**src/rtl/instruction_fetch_if.sv**
```systemverilog
// Fetch-stage bus bundle: instruction-memory request/response, execute redirect
// and the decode handshake. The fetch unit uses the master modport.
interface instruction_fetch_if;
    logic        imem_req_valid;
    logic        imem_req_ready;
    logic [63:0] imem_req_addr;
    logic        imem_resp_valid;
    logic [31:0] imem_resp_data;
    logic        redirect_valid;
    logic [63:0] redirect_pc;
    logic        id_valid;
    logic        id_ready;
    logic [31:0] id_instruction;
    logic [63:0] id_pc;

    modport master (
        output imem_req_valid,
        output imem_req_addr,
        output id_valid,
        output id_instruction,
        output id_pc,
        input  imem_req_ready,
        input  imem_resp_valid,
        input  imem_resp_data,
        input  redirect_valid,
        input  redirect_pc,
        input  id_ready
    );

    modport slave (
        input  imem_req_valid,
        input  imem_req_addr,
        input  id_valid,
        input  id_instruction,
        input  id_pc,
        output imem_req_ready,
        output imem_resp_valid,
        output imem_resp_data,
        output redirect_valid,
        output redirect_pc,
        output id_ready
    );
endinterface

```
**src/rtl/instruction_fetch.sv**
```systemverilog
// RISC-V fetch stage: PC register, 2-deep outstanding-request PC queue,
// 2-entry {instruction, pc} output buffer and a drop counter for redirects.
module instruction_fetch #(
    parameter logic [63:0] RESET_PC = 64'h0000_0000_0000_0000
) (
    input  logic                clk,
    input  logic                rst,
    instruction_fetch_if.master bus
);

    logic [63:0] fetchPc_q, fetchPc_d;
    logic [63:0] pendPc_q [2];
    logic [63:0] pendPc_d [2];
    logic [1:0]  pendCnt_q, pendCnt_d;
    logic [31:0] bufInstr_q [2];
    logic [31:0] bufInstr_d [2];
    logic [63:0] bufPc_q [2];
    logic [63:0] bufPc_d [2];
    logic        rdPtr_q, rdPtr_d;
    logic        wrPtr_q, wrPtr_d;
    logic [1:0]  bufCnt_q, bufCnt_d;
    logic [1:0]  dropCnt_q, dropCnt_d;

    logic        idValid;
    logic        reqValid;
    logic        reqFire;
    logic        popHead;
    logic        respKeep;
    logic [1:0]  bufCntAfterTake;
    logic [2:0]  creditsUsed;

    // A head taken by decode this cycle frees its slot immediately, which is
    // what sustains one instruction per cycle with a single-cycle memory.
    assign idValid         = (bufCnt_q != 2'd0);
    assign bufCntAfterTake = bufCnt_q - {1'b0, idValid && bus.id_ready};
    assign creditsUsed     = {1'b0, bufCntAfterTake} + {1'b0, pendCnt_q} + {1'b0, dropCnt_q};
    assign reqValid        = !rst && !bus.redirect_valid && (creditsUsed < 3'd2);
    assign reqFire         = reqValid && bus.imem_req_ready;
    assign popHead         = idValid && bus.id_ready && !bus.redirect_valid;
    assign respKeep        = bus.imem_resp_valid && (dropCnt_q == 2'd0) && !bus.redirect_valid;

    always_comb begin
        fetchPc_d = fetchPc_q;
        if (bus.redirect_valid) begin
            fetchPc_d = {bus.redirect_pc[63:2], 2'b00};
        end else if (reqFire) begin
            fetchPc_d = fetchPc_q + 64'd4;
        end
    end

    // Every response pops the outstanding queue, kept or dropped.
    always_comb begin
        pendPc_d  = pendPc_q;
        pendCnt_d = pendCnt_q;
        if (bus.imem_resp_valid) begin
            pendPc_d[0] = pendPc_q[1];
            pendCnt_d   = pendCnt_q - 2'd1;
        end
        if (reqFire) begin
            pendPc_d[pendCnt_d[0]] = fetchPc_q;
            pendCnt_d              = pendCnt_d + 2'd1;
        end
    end

    always_comb begin
        dropCnt_d = dropCnt_q;
        if (bus.redirect_valid) begin
            dropCnt_d = pendCnt_q - {1'b0, bus.imem_resp_valid};
        end else if (bus.imem_resp_valid && (dropCnt_q != 2'd0)) begin
            dropCnt_d = dropCnt_q - 2'd1;
        end
    end

    always_comb begin
        bufInstr_d = bufInstr_q;
        bufPc_d    = bufPc_q;
        rdPtr_d    = rdPtr_q;
        wrPtr_d    = wrPtr_q;
        bufCnt_d   = bufCnt_q;
        if (bus.redirect_valid) begin
            rdPtr_d  = wrPtr_q;
            bufCnt_d = 2'd0;
        end else begin
            if (respKeep) begin
                bufInstr_d[wrPtr_q] = bus.imem_resp_data;
                bufPc_d[wrPtr_q]    = pendPc_q[0];
                wrPtr_d             = ~wrPtr_q;
            end
            if (popHead) begin
                rdPtr_d = ~rdPtr_q;
            end
            case ({respKeep, popHead})
                2'b10:   bufCnt_d = bufCnt_q + 2'd1;
                2'b01:   bufCnt_d = bufCnt_q - 2'd1;
                default: bufCnt_d = bufCnt_q;
            endcase
        end
    end

    always_ff @(posedge clk) begin
        if (rst) begin
            fetchPc_q   <= {RESET_PC[63:2], 2'b00};
            pendPc_q[0] <= '0;
            pendPc_q[1] <= '0;
            pendCnt_q   <= 2'd0;
            bufInstr_q[0] <= '0;
            bufInstr_q[1] <= '0;
            bufPc_q[0]  <= '0;
            bufPc_q[1]  <= '0;
            rdPtr_q     <= 1'b0;
            wrPtr_q     <= 1'b0;
            bufCnt_q    <= 2'd0;
            dropCnt_q   <= 2'd0;
        end else begin
            fetchPc_q  <= fetchPc_d;
            pendPc_q   <= pendPc_d;
            pendCnt_q  <= pendCnt_d;
            bufInstr_q <= bufInstr_d;
            bufPc_q    <= bufPc_d;
            rdPtr_q    <= rdPtr_d;
            wrPtr_q    <= wrPtr_d;
            bufCnt_q   <= bufCnt_d;
            dropCnt_q  <= dropCnt_d;
        end
    end

    assign bus.imem_req_valid = reqValid;
    assign bus.imem_req_addr  = fetchPc_q;
    assign bus.id_valid       = idValid;
    assign bus.id_instruction = bufInstr_q[rdPtr_q];
    assign bus.id_pc          = bufPc_q[rdPtr_q];

endmodule

```
**src/flat_wrapper.sv**
```systemverilog
// flat-port wrapper written by rule: the top's interface ports become plain ports
module instruction_fetch_flat 
#(
    parameter logic [63:0] RESET_PC = 64'h0000_0000_0000_0000
)
  (clk, rst, bus_imem_req_valid, bus_imem_req_addr, bus_id_valid, bus_id_instruction, bus_id_pc, bus_imem_req_ready, bus_imem_resp_valid, bus_imem_resp_data, bus_redirect_valid, bus_redirect_pc, bus_id_ready);
  instruction_fetch_if bus_i ();
  input  logic clk;
  input  logic rst;
  output wire logic [$bits(bus_i.imem_req_valid)-1:0] bus_imem_req_valid;
  output wire logic [$bits(bus_i.imem_req_addr)-1:0] bus_imem_req_addr;
  output wire logic [$bits(bus_i.id_valid)-1:0] bus_id_valid;
  output wire logic [$bits(bus_i.id_instruction)-1:0] bus_id_instruction;
  output wire logic [$bits(bus_i.id_pc)-1:0] bus_id_pc;
  input wire logic [$bits(bus_i.imem_req_ready)-1:0] bus_imem_req_ready;
  input wire logic [$bits(bus_i.imem_resp_valid)-1:0] bus_imem_resp_valid;
  input wire logic [$bits(bus_i.imem_resp_data)-1:0] bus_imem_resp_data;
  input wire logic [$bits(bus_i.redirect_valid)-1:0] bus_redirect_valid;
  input wire logic [$bits(bus_i.redirect_pc)-1:0] bus_redirect_pc;
  input wire logic [$bits(bus_i.id_ready)-1:0] bus_id_ready;
  assign bus_imem_req_valid = bus_i.imem_req_valid;
  assign bus_imem_req_addr = bus_i.imem_req_addr;
  assign bus_id_valid = bus_i.id_valid;
  assign bus_id_instruction = bus_i.id_instruction;
  assign bus_id_pc = bus_i.id_pc;
  assign bus_i.imem_req_ready = bus_imem_req_ready;
  assign bus_i.imem_resp_valid = bus_imem_resp_valid;
  assign bus_i.imem_resp_data = bus_imem_resp_data;
  assign bus_i.redirect_valid = bus_redirect_valid;
  assign bus_i.redirect_pc = bus_redirect_pc;
  assign bus_i.id_ready = bus_id_ready;
  instruction_fetch #(.RESET_PC(RESET_PC)) u_core (.clk(clk), .rst(rst), .bus(bus_i));
endmodule
```
**config.mk**
```make
export PLATFORM = sky130hd
export DESIGN_NAME = instruction_fetch_flat
export DESIGN_NICKNAME = d
export VERILOG_FILES = /design/src/rtl/instruction_fetch_if.sv /design/src/rtl/instruction_fetch.sv /design/src/flat_wrapper.sv
export SDC_FILE = /design/constraint.sdc
export NUM_CORES = 1
export LEC_CHECK = 0
export ABC_AREA = 1
export BUFFER_PORTS_ARGS = -buffer_cell sky130_fd_sc_hd__buf_4
export CAP_MARGIN = 5
export CORE_MARGIN = 2
export CORE_UTILIZATION = 35
export DETAILED_ROUTE_END_ITERATION = 10
export SLEW_MARGIN = 20
export SYNTH_ARGS = -nofsm -noshare
export SYNTH_HDL_FRONTEND = slang
export SYNTH_SLANG_ARGS = --single-unit
```
**constraint.sdc**
```tcl
create_clock -name clk -period 3.3 [get_ports clk]
set_input_delay 0.825 -clock clk [delete_from_list [all_inputs] [get_ports clk]]
set_output_delay 0.825 -clock clk [all_outputs]
set_load 0.005 [all_outputs]
```
Yosys cells after proc, flatten, opt, wreduce, memory -nomap -nowiden
Index checks and enable logic that the tools add are counted.
{"block": "totals", "register_bits": 392, "inputBits": 102, "out_inout_bits": 162}
{"block": "classes", "n_addsub": 10, "magnitude_cmp": 6, "eq_ne": 2, "muxes": 26, "bitwise": 6, "reduce_logical": 21}
{"cell": "$mux W64", "count": 8}
{"cell": "$bwmux W128", "count": 2}
{"cell": "$demux W64 S1", "count": 2}
{"cell": "$mux W128", "count": 1}
{"cell": "$mux W32", "count": 4}
{"cell": "$add A64 B3 Y64 const B", "count": 1}
{"cell": "$bwmux W64", "count": 1}
{"cell": "$demux W32 S1", "count": 1}
{"cell": "$reduce_bool A2 Y1", "count": 6}
{"cell": "$logic_and A1 B1 Y1", "count": 10}
{"cell": "$mux W2", "count": 4}
{"cell": "$ge A2 B2 Y1 const B", "count": 3}
{"cell": "$not A1 Y2", "count": 3}
{"cell": "$sub A2 B1 Y2 const B", "count": 3}
{"cell": "$add A2 B1 Y2 const B", "count": 2}
{"cell": "$lt A2 B1 Y1 const B", "count": 2}
{"cell": "$pmux W2 S2", "count": 1}
{"cell": "$sub A2 B1 Y2", "count": 2}
{"cell": "$add A2 B2 Y3", "count": 1}
{"cell": "$add A3 B2 Y3", "count": 1}
{"cell": "$lt A3 B2 Y1 const B", "count": 1}
{"cell": "$not A1 Y1", "count": 3}
{"cell": "$eq A2 B1 Y1 const B", "count": 1}
{"cell": "$eq A2 B2 Y1 const B", "count": 1}
{"cell": "5 further kinds", "count": 7}

Logic depth before layout (Yosys ltp)
Gate-level depths: netlist of run 1.
{"block": "logic_depth", "depth_word": 10, "ltp_mapped": 16, "ltp_nobuf": 15}

Worst setup path after synthesis of run 1
OpenSTA, ideal clock, no wires.
{"block": "synth_timing", "path_kind": "in2reg", "from": "input bus_id_ready", "to": "register u_core.pendPc_q[10] in the netlist's numbering", "setup_time_ns": 0.132, "arrival_time_ns": 3.307, "required_ns": 3.168, "setup_slack_ns": -0.140, "path_stages": 14, "n_path_buf": 4, "cell_sequence": "nand2_1 > xor2_1 > ha_1 > a21o_1 > ha_1 > xnor2_1 > nand3_4 > inv_2 > buf_4 > buf_4 > ha_1 > clkbuf_1 > clkbuf_1 > a21oi_1"}
{"block": "synth_between", "elab_chain_len": 7}
{"element": "start, declared", "line_no": "flat_wrapper.sv:20", "source": "input wire logic [$bits(bus_i.id_ready)-1:0] bus_id_ready;"}
{"element": "$logic_and A1 B1 Y1", "line_no": "instruction_fetch.sv:35", "source": "assign bufCntAfterTake = bufCnt_q - {1'b0, idValid && bus.id_ready};"}
{"element": "$sub A2 B1 Y2", "line_no": "instruction_fetch.sv:35"}
{"element": "$add A2 B2 Y3", "line_no": "instruction_fetch.sv:36", "source": "assign creditsUsed = {1'b0, bufCntAfterTake} + {1'b0, pendCnt_q} + {1'b0, dropCnt_q};"}
{"element": "$add A3 B2 Y3", "line_no": "instruction_fetch.sv:36"}
{"element": "$lt A3 B2 Y1", "line_no": "instruction_fetch.sv:37", "source": "assign reqValid = !rst && !bus.redirect_valid && (creditsUsed < 3'd2);"}
{"element": "$logic_and A1 B1 Y1", "line_no": "instruction_fetch.sv:37"}
{"element": "$logic_and A1 B1 Y1", "line_no": "instruction_fetch.sv:38", "source": "assign reqFire = reqValid && bus.imem_req_ready;"}
{"element": "end signal, assigned", "line_no": "instruction_fetch.sv:116", "source": "pendPc_q <= pendPc_d;"}
{"element": "end, declared", "line_no": "instruction_fetch.sv:12", "source": "logic [63:0] pendPc_q [2];"}
Every way passes these cells.
A chain may end at the register's enable or synchronous reset.

Worst setup path after layout of run 1
{"block": "layout_timing", "from": "register u_core.bufCnt_q[0]", "to": "output bus_imem_req_valid"}
{"block": "layout_between", "elab_chain_len": 7}
{"element": "start, declared", "line_no": "instruction_fetch.sv:21", "source": "logic [1:0] bufCnt_q, bufCnt_d;"}
{"element": "start signal, assigned", "line_no": "instruction_fetch.sv:122", "source": "bufCnt_q <= bufCnt_d;"}
{"element": "$reduce_bool A2 Y1", "line_no": "instruction_fetch.sv:34", "source": "assign idValid = (bufCnt_q != 2'd0);"}
{"element": "$logic_and A1 B1 Y1", "line_no": "instruction_fetch.sv:35"}
{"element": "$sub A2 B1 Y2 (*)", "line_no": "instruction_fetch.sv:35"}
{"element": "$add A2 B2 Y3 (*)", "line_no": "instruction_fetch.sv:36"}
{"element": "$add A3 B2 Y3 (*)", "line_no": "instruction_fetch.sv:36"}
{"element": "$lt A3 B2 Y1 (*)", "line_no": "instruction_fetch.sv:37"}
{"element": "$logic_and A1 B1 Y1 (*)", "line_no": "instruction_fetch.sv:37"}
{"element": "end, declared", "line_no": "flat_wrapper.sv:10", "source": "output wire logic [$bits(bus_i.imem_req_valid)-1:0] bus_imem_req_valid;"}
Every way passes the cells marked *; elsewhere a longest branch is shown, timed or not.

==> impl_metrics.ini, run 1 <==
[placement]
place_inst = 3371
postPlaceCellArea_um2 = 20040
post-dp-hpwl_um = 40130
io_buffers = 259
finalWeightedCongestion = 0.9081

[power_and_ir_drop]
seqPwrFrac_pct = 42.4
powerDensity_nw_per_um2 = 565.6
p_clk_share_pct = 43.9
p_sw_share_pct = 26.92
vdd_drop_max_uv = 390.2
p_leak_nw = 8.880
p_switching_mw = 3.302
cell_internal_pwr_mw = 8.967
combPwrFrac_pct = 13.7

[logic_synthesis]
synth_simple_gate_area_share_pct = 20.36
synth_edf_count = 0
muxShareOfSynthArea_pct = 0
ys_types = 38
synth_top_family_by_area = compound AO/OA/AOI/OAI gates
yosys.area.top_type = dfxtp_1
synth-xor-area-share_pct = 0.9453
synth.cell_area_um2 = 17600
synth_fa_ha_area_share_pct = 0.6112
synth_compound_area_share_pct = 23.80
seq_area_frac_synth_pct = 44.12
syn_inst = 2579
ys.flop_type = dfxtp_1
synthArstFlopShare_pct = 0
avgSynthCellArea_um2 = 6.826
synth-seq-cells = 388
synthTopCellsByArea = dfxtp_1 44%, a21oi_1 11%, o21ai_0 11%
synth_top_cell_area_share_pct = 44.12
ys_warn_count = 0

[run_status]
status = finished, final reports clean

[floorplan]
die_h_um = 228.3
die_x_um = 228.3
initial_core_util_pct = 35.31
die-area_um2 = 52110
rows = 82
ios = 264
core_um2 = 49860

[grt]
grt_overflow = 0
track_usage_pct = 21.89
grt_pass1_wl_um = 90330
grt_antenna_before_repair = 0
grt_start_max_net_pins = 323
grt_pass1_vias = 15750

[drt]
dr.pass1.iters = 7
initialDrtViolationCount = 1535
viasPerCell = 5.020
drc = 0
drtAntennaViolNets = 0
routedWlPerCell_um = 17.02
via_count = 17340
drt_wl_total_um = 58780

[timing]
hold_viol_final = 0
fmax_ghz = 0.3178
finalSetupViolCount = 0
finalCritPeriodShare_pct = 95.36
maxSlewHeadroom_pct = 36.35
holdWs_ns = 0.4511
period_needed_ns = 3.147
finalMaxSlewViolations = 0
skew_ns = 0.02292
worst_slew_pin_slew_ns = 0.9548
rsz0062_at_grt = no
fin_tns_setup_ns = 0

[clock_tree]
clk_latency_ns = 0.58
cts_buffers = 44
clockRootBuffer = clkbuf_16
tritoncts = built
cts_sinks = 388
ctsHtreeMaxLevel = 2
cts_buffer_depth = 3
clk_pin_slew_ns = 0.06

[setup_path]
start_kind = flop
reg2reg_to = u_core.pendPc_q[46]$_SDFFE_PP0P_
arrival_ns = 2.32
crit_required_ns = 2.47
path_max_fanout = 4
endpoint = bus_imem_req_valid
startpoint = u_core.bufCnt_q[0]$_SDFFE_PP0P_
cp-end-kind = output port
reg2regPathDepth = 15
crit_type = flop to output port
rrSetupSlack_ns = 0.56
rr_startpoint = u_core.bufCnt_q[0]$_SDFFE_PP0P_

[layout]
finalInstanceArea_um2 = 21690
multiInputGateArea_um2 = 8089
instances_no_fill = 3454
fillerInstances = 5191
antennaDiodeCount = 0
final_common_cell = nand2_1
drive_above_1_share_pct = 14.56
seq_area_um2 = 7776
synthToLayoutAreaGrowth_pct = 23.22
final_cell_mix = 412 x nand2_1, 398 x a21oi_1, 385 x dfxtp_1
nets = 2858

[job]
maxCapViolCount = 0

[worst_hold_path]
hp-class = flop to flop
==> sequential cells by signal (all words and copies together), names as in the netlist <==
register / cells
u_core.bufCnt_q: 2
u_core.bufInstr_q: 64
u_core.bufPc_q: 128
u_core.bus.imem_req_addr: 62
u_core.dropCnt_q: 2
u_core.pendCnt_q: 2
u_core.pendPc_q: 126
u_core.rdPtr_q: 1
u_core.wrPtr_q: 1
==> cells in the mapped netlist, types with 2 or more instances <==
master / count
nor2_4: 7
dfxtp_1: 388
nor4_1: 2
buf_4: 13
a21oi_1: 398
nand2_2: 9
nand2_1: 415
xor2_1: 17
nand4_1: 9
o21ai_0: 375
nor2_2: 9
a31oi_1: 11
buf_1: 7
inv_2: 6
o211ai_1: 2
nor2_1: 367
nand3_1: 62
ha_1: 7
nor3_1: 3
buf_6: 5
inv_1: 271
buf_2: 24
clkbuf_1: 116
o21ai_1: 41
xnor2_1: 2
==> power by group through the flow <==
stage | clock [mW] | sequential (mW) | combinational, mW
final | 5.38 | 5.21 | 1.68
after global placement | 0 | 5.29 | 1.64
after global routing | 5.67 | 5.24 | 1.88
after floorplan | 0 | 5.23 | 0.941
after detailed placement | 0 | 5.30 | 1.67
after CTS | 5.49 | 5.20 | 1.68
==> layout make-up <==
| type | instances | share of cell area, % |
|---|---|---|
| inverters | 278 | 4.857 |
| multi-input cells | 1748 | 37.29 |
| clock inverters | 18 | 1.361 |
| flip-flops and latches | 388 | 35.85 |
| repair buffers | 288 | 10.81 |
| clock buffers | 62 | 5.958 |
| well taps | 672 | 3.876 |
==> timing repair <==
item                       4_1_cts  5_1_grt
setup endpoints to repair        1        1
hold buffers                     0        0
pin swaps                        0        6
buffers inserted                 0        2
gates resized for setup          3        7
==> stage by stage <==
| stage | utilization, % | worst slack [ns] | total power, mW |
|---|---|---|---|
| after detailed placement | 40.19 | 0.0005762 | 6.974 |
| after global placement | 40.19 | 0.04455 | 6.936 |
| after floorplan | - | 0.03194 | 6.169 |
| final | 43.50 | 0.1531 | 12.27 |
| after global routing | 43.50 | 0.01174 | 12.79 |
| after CTS | 43.39 | 0.002511 | 12.38 |
==> layer usage <==
layer  global-route usage, %  vias up  wire length, µm
met5                       0        -                0
met4                   8.007        0             1997
met3                   3.388       87             3571
met2                   33.59      572            25380
met1                   30.98     7997            27840
li1                        -     8684                -
==> worst min-delay path by stage <==
stage | start | slack [ns] | to | depth (start not counted)
2_1_floorplan | u_core.bufInstr_q[0]$_SDFFE_PP0P_ | 0.43 | u_core.bufInstr_q[0]$_SDFFE_PP0P_ | 2
3_3_place_gp | u_core.bufInstr_q[11]$_SDFFE_PP0P_ | 0.44 | u_core.bufInstr_q[11]$_SDFFE_PP0P_ | 2
3_5_place_dp | u_core.bufInstr_q[1]$_SDFFE_PP0P_ | 0.44 | u_core.bufInstr_q[1]$_SDFFE_PP0P_ | 2
4_1_cts | bus_redirect_pc[8] | 0.45 | u_core.bus.imem_req_addr[8]$_SDFFE_PP0P_ | 3
5_1_grt | u_core.bufInstr_q[18]$_SDFFE_PP0P_ | 0.47 | u_core.bufInstr_q[18]$_SDFFE_PP0P_ | 2
6_report | u_core.bufPc_q[58]$_SDFFE_PP0P_ | 0.45 | u_core.bufPc_q[58]$_SDFFE_PP0P_ | 2
==> logic make-up after synthesis <==
kind of cell               Yosys count
AOI/OAI and AO/OA                  831
xor gates and xnor gates            19
adders and majority gates            8
buffers and inverters              444
DFF                                388
other                                1
and+or+nand+nor                    888
==> critical path, stage by stage (launching register included) <==
cell	delay, ns
dfxtp_4	0.36
inv_4	0.04
nand2_2	0.08
nand2_2	0.06
xor2_1	0.16
ha_1	0.29
a21o_1	0.16
ha_2	0.18
xnor2_2	0.19
nand2_1	0.08
inv_1	0.06
buf_4	0.10
No activity file was read; power rests on OpenSTA's default activity.
==> run 2: changes to the inputs <==
--- a/config.mk
+++ b/config.mk
@@ -5,7 +5,6 @@
 export SDC_FILE = /design/constraint.sdc
 export NUM_CORES = 1
 export LEC_CHECK = 0
-export ABC_AREA = 1
 export BUFFER_PORTS_ARGS = -buffer_cell sky130_fd_sc_hd__buf_4
 export CAP_MARGIN = 5
 export CORE_MARGIN = 2
==> run 2 against run 1 <==
Compared with the run above:
- wire length decreased by 5.1%
- sequential share of layout area increased by 0.11 points
- synthesized cell count decreased by 21%
- critical path type is now input port to output port
- core utilization increased by 0.94 points
==> impl_metrics.ini, run 2 <==
[grt]
grt_start_max_net_pins = 173
grt_overflow = 0
grt_antenna_before_repair = 1
grt_pass1_wl_um = 85360
grt_pass1_vias = 15000
track_usage_pct = 21.33

[setup_path]
crit_required_ns = 2.47
crit_type = input port to output port
start_kind = input port
arrival_ns = 2.39
rr_startpoint = u_core.bufCnt_q[1]$_SDFFE_PP0P_
rrSetupSlack_ns = 0.44
path_cells = buf_4 > a21boi_4 > fa_1 > ha_2 > buf_4 > xor2_4 > nor3_2 > buf_4
worst_path_max_delay_cell = fa_1
path_max_fanout = 5
crit_top_cell = buf_4
reg2regPathDepth = 10
cpPeakStageDelay_ns = 0.45
reg2reg_to = u_core.bus.imem_req_addr[18]$_SDFFE_PP0P_
cp-end-kind = output port

[layout]
final_cell_mix = 447 x nand2_1, 385 x dfxtp_1, 325 x buf_4
fillerInstances = 4714
reg_top3 = u_core.bufPc_q x128, u_core.pendPc_q x126, u_core.bufInstr_q x64
instances_no_fill = 2911
drive_above_1_share_pct = 23.56
synthToLayoutAreaGrowth_pct = 26.07
seq_area_um2 = 7774
final_util_pct = 44.44
final_common_cell = nand2_1
finalInstanceArea_um2 = 21620
largest-register = u_core.bufPc_q
largest_register_ffs = 128
nets = 2362
multiInputGateArea_um2 = 8746

[logic_synthesis]
synth_top_cell_area_share_pct = 45.29
ys_top_cells_by_count = 448 x nand2_1, 388 x dfxtp_1, 212 x a21oi_1, 173 x nor2_1, 152 x clkbuf_1
ys_warn_count = 0
seq_area_frac_synth_pct = 45.29
ys_types = 62
avgSynthCellArea_um2 = 8.411
yosys.area.top_type = dfxtp_1
synth-seq-cells = 388
synth_edf_count = 0
synthArstFlopShare_pct = 0
synth.cell_area_um2 = 17150
yosys.cell_count.top_type = nand2_1
ys.flop_type = dfxtp_1
synthTopCellsByArea = dfxtp_1 45%, nand2_1 9.8%, mux2i_1 7.4%
syn_inst = 2039

[clock_tree]
clockRootBuffer = clkbuf_16
clk_pin_slew_ns = 0.06
ctsHtreeMaxLevel = 2
cts_buffers = 45
cts-hold-fix-buffers = 0
tritoncts = built
clk_latency_ns = 0.58
cts_sinks = 388
cts_buffer_depth = 3

[placement]
place_inst = 2824
pre_cts_ws_ns = -0.1363
postPlaceCellArea_um2 = 20030
post-dp-hpwl_um = 35870
finalWeightedCongestion = 0.8762
io_buffers = 259

[power_and_ir_drop]
finalPower_mw = 11.50
powerDensity_nw_per_um2 = 532.1
p_leak_nw = 8.199
vdd_drop_max_uv = 378.7

[timing]
hold_viol_final = 0
period_needed_ns = 3.211
finalMaxSlewViolations = 0
maxSlewHeadroom_pct = 35.68
skew_ns = 0.03113
rsz0062_at_grt = no
worst_slew_pin_slew_ns = 0.9647
finalCritPeriodShare_pct = 97.30
fmax_ghz = 0.3114
finalSetupViolCount = 0
fin_ws_ns = 0.08897
fin_tns_setup_ns = 0
holdWs_ns = 0.4505

[drt]
met2_length_um = 26310
routedWlPerCell_um = 19.17
initialDrtViolationCount = 1176
via_count = 15700
viasPerCell = 5.392
drt_wl_total_um = 55810
dr.max_layer_used = met4
dr.pass1.iters = 5
wl_met3_um = 3602
wl_met1_um = 23940
drc = 0
drtAntennaViolNets = 0

[worst_hold_path]
hp-class = flop to flop
hp-start = u_core.bufPc_q[120]$_SDFFE_PP0P_
min_to = u_core.bufPc_q[120]$_SDFFE_PP0P_
worstHoldPathCells = 2

[floorplan]
rows = 81
core_um2 = 48650
die_x_um = 225.4
ios = 264
die_h_um = 225.4
die-area_um2 = 50790
initial_core_util_pct = 35.25

[run_status]
status = finished, final reports clean

[job]
maxCapViolCount = 0
run 2: changes by cell type in the layout (fill, tap and decap cells not counted), moves of 18 or more:
cell	change
a211oi_1	+75
mux2_2	+97
o211ai_1	+18
buf_4	+51
nand3_1	-25
nand2_1	+35
o21ai_0	-358
nand4_1	+21
nor2_1	-196
mux2i_1	+126
o21ai_1	-40
inv_1	-258
a21oi_1	-186
run 2: worst max-delay path, delay by kind of cell:
family	cells	cell delay (ns)
adders and majority gates	2	0.64
and+or+nand+nor	1	0.13
xor gates and xnor gates	1	0.19
buffers and inverters	3	0.45
AOI/OAI and AO/OA	1	0.15
run 2: what timing repair did:
item / 4_1_cts / 5_1_grt
gates resized for setup: 9 / 1
setup endpoints to repair: 1 / 1
buffers inserted: 2 / 1
pin swaps: 4 / 6
run 2: kinds of logic (layout without fill, tap and decap cells):
kind of cell | after synthesis | after routing | synth area share (%)
AND/OR/NAND/NOR | 809 | 809 | 20.75
XOR/XNOR | 25 | 25 | 1.277
other | 1 | 3 | 0.02187
buffers and inverters | 189 | 437 | 4.246
adder cells (fa/ha/maj) | 8 | 8 | 0.6274
AO/OA/AOI/OAI | 396 | 396 | 14.07
multiplexers | 223 | 223 | 13.72
flip-flops | 388 | 388 | 45.29
run 2: worst max path at each step:
| stage | slack (ns) | from | depth (start not counted) | end |
|---|---|---|---|---|
| 4_1_cts | 0.00004 | u_core.bufCnt_q[0]$_SDFFE_PP0P_ | 8 | bus_imem_req_valid |
| 2_1_floorplan | 0.02 | bus_id_ready | 13 | u_core.pendPc_q[11]$_SDFFE_PP0P_ |
| 5_1_grt | 0.01 | u_core.bufCnt_q[1]$_SDFFE_PP0P_ | 7 | bus_imem_req_valid |
| 3_3_place_gp | -0.12 | bus_id_ready | 11 | u_core.bus.imem_req_addr[62]$_SDFFE_PP0P_ |
| 3_5_place_dp | -0.14 | bus_id_ready | 9 | u_core.bus.imem_req_addr[62]$_SDFFE_PP0P_ |
| 6_report | 0.09 | bus_id_ready | 8 | bus_imem_req_valid |
run 2: report_power, final:
| group | internal, mW | total, mW | leakage (nW) | switching (mW) |
|---|---|---|---|---|
| Combinational | 0.575 | 1.33 | 4.30 | 0.758 |
| Clock | 3.09 | 5.15 | 0.749 | 2.06 |
| Sequential | 4.84 | 5.02 | 3.15 | 0.188 |
| Total | 8.50 | 11.5 | 8.20 | 3.00 |
run 2: layout make-up:
type | count | area share [%]
flip-flops and latches | 388 | 35.95
multi-input cells | 1463 | 40.45
clock inverters | 20 | 1.030
inverters | 14 | 0.2546
well taps | 622 | 3.600
clock buffers | 63 | 6.047
repair buffers | 340 | 12.65
diodes | 1 | 0.01157
run 2: per-layer routing:
metal  GRT usage [%]  up-vias
li1                -     7544
met1           27.32     7494
met2           35.38      545
met3           3.781      114
met4           8.844        0
met5               0        -
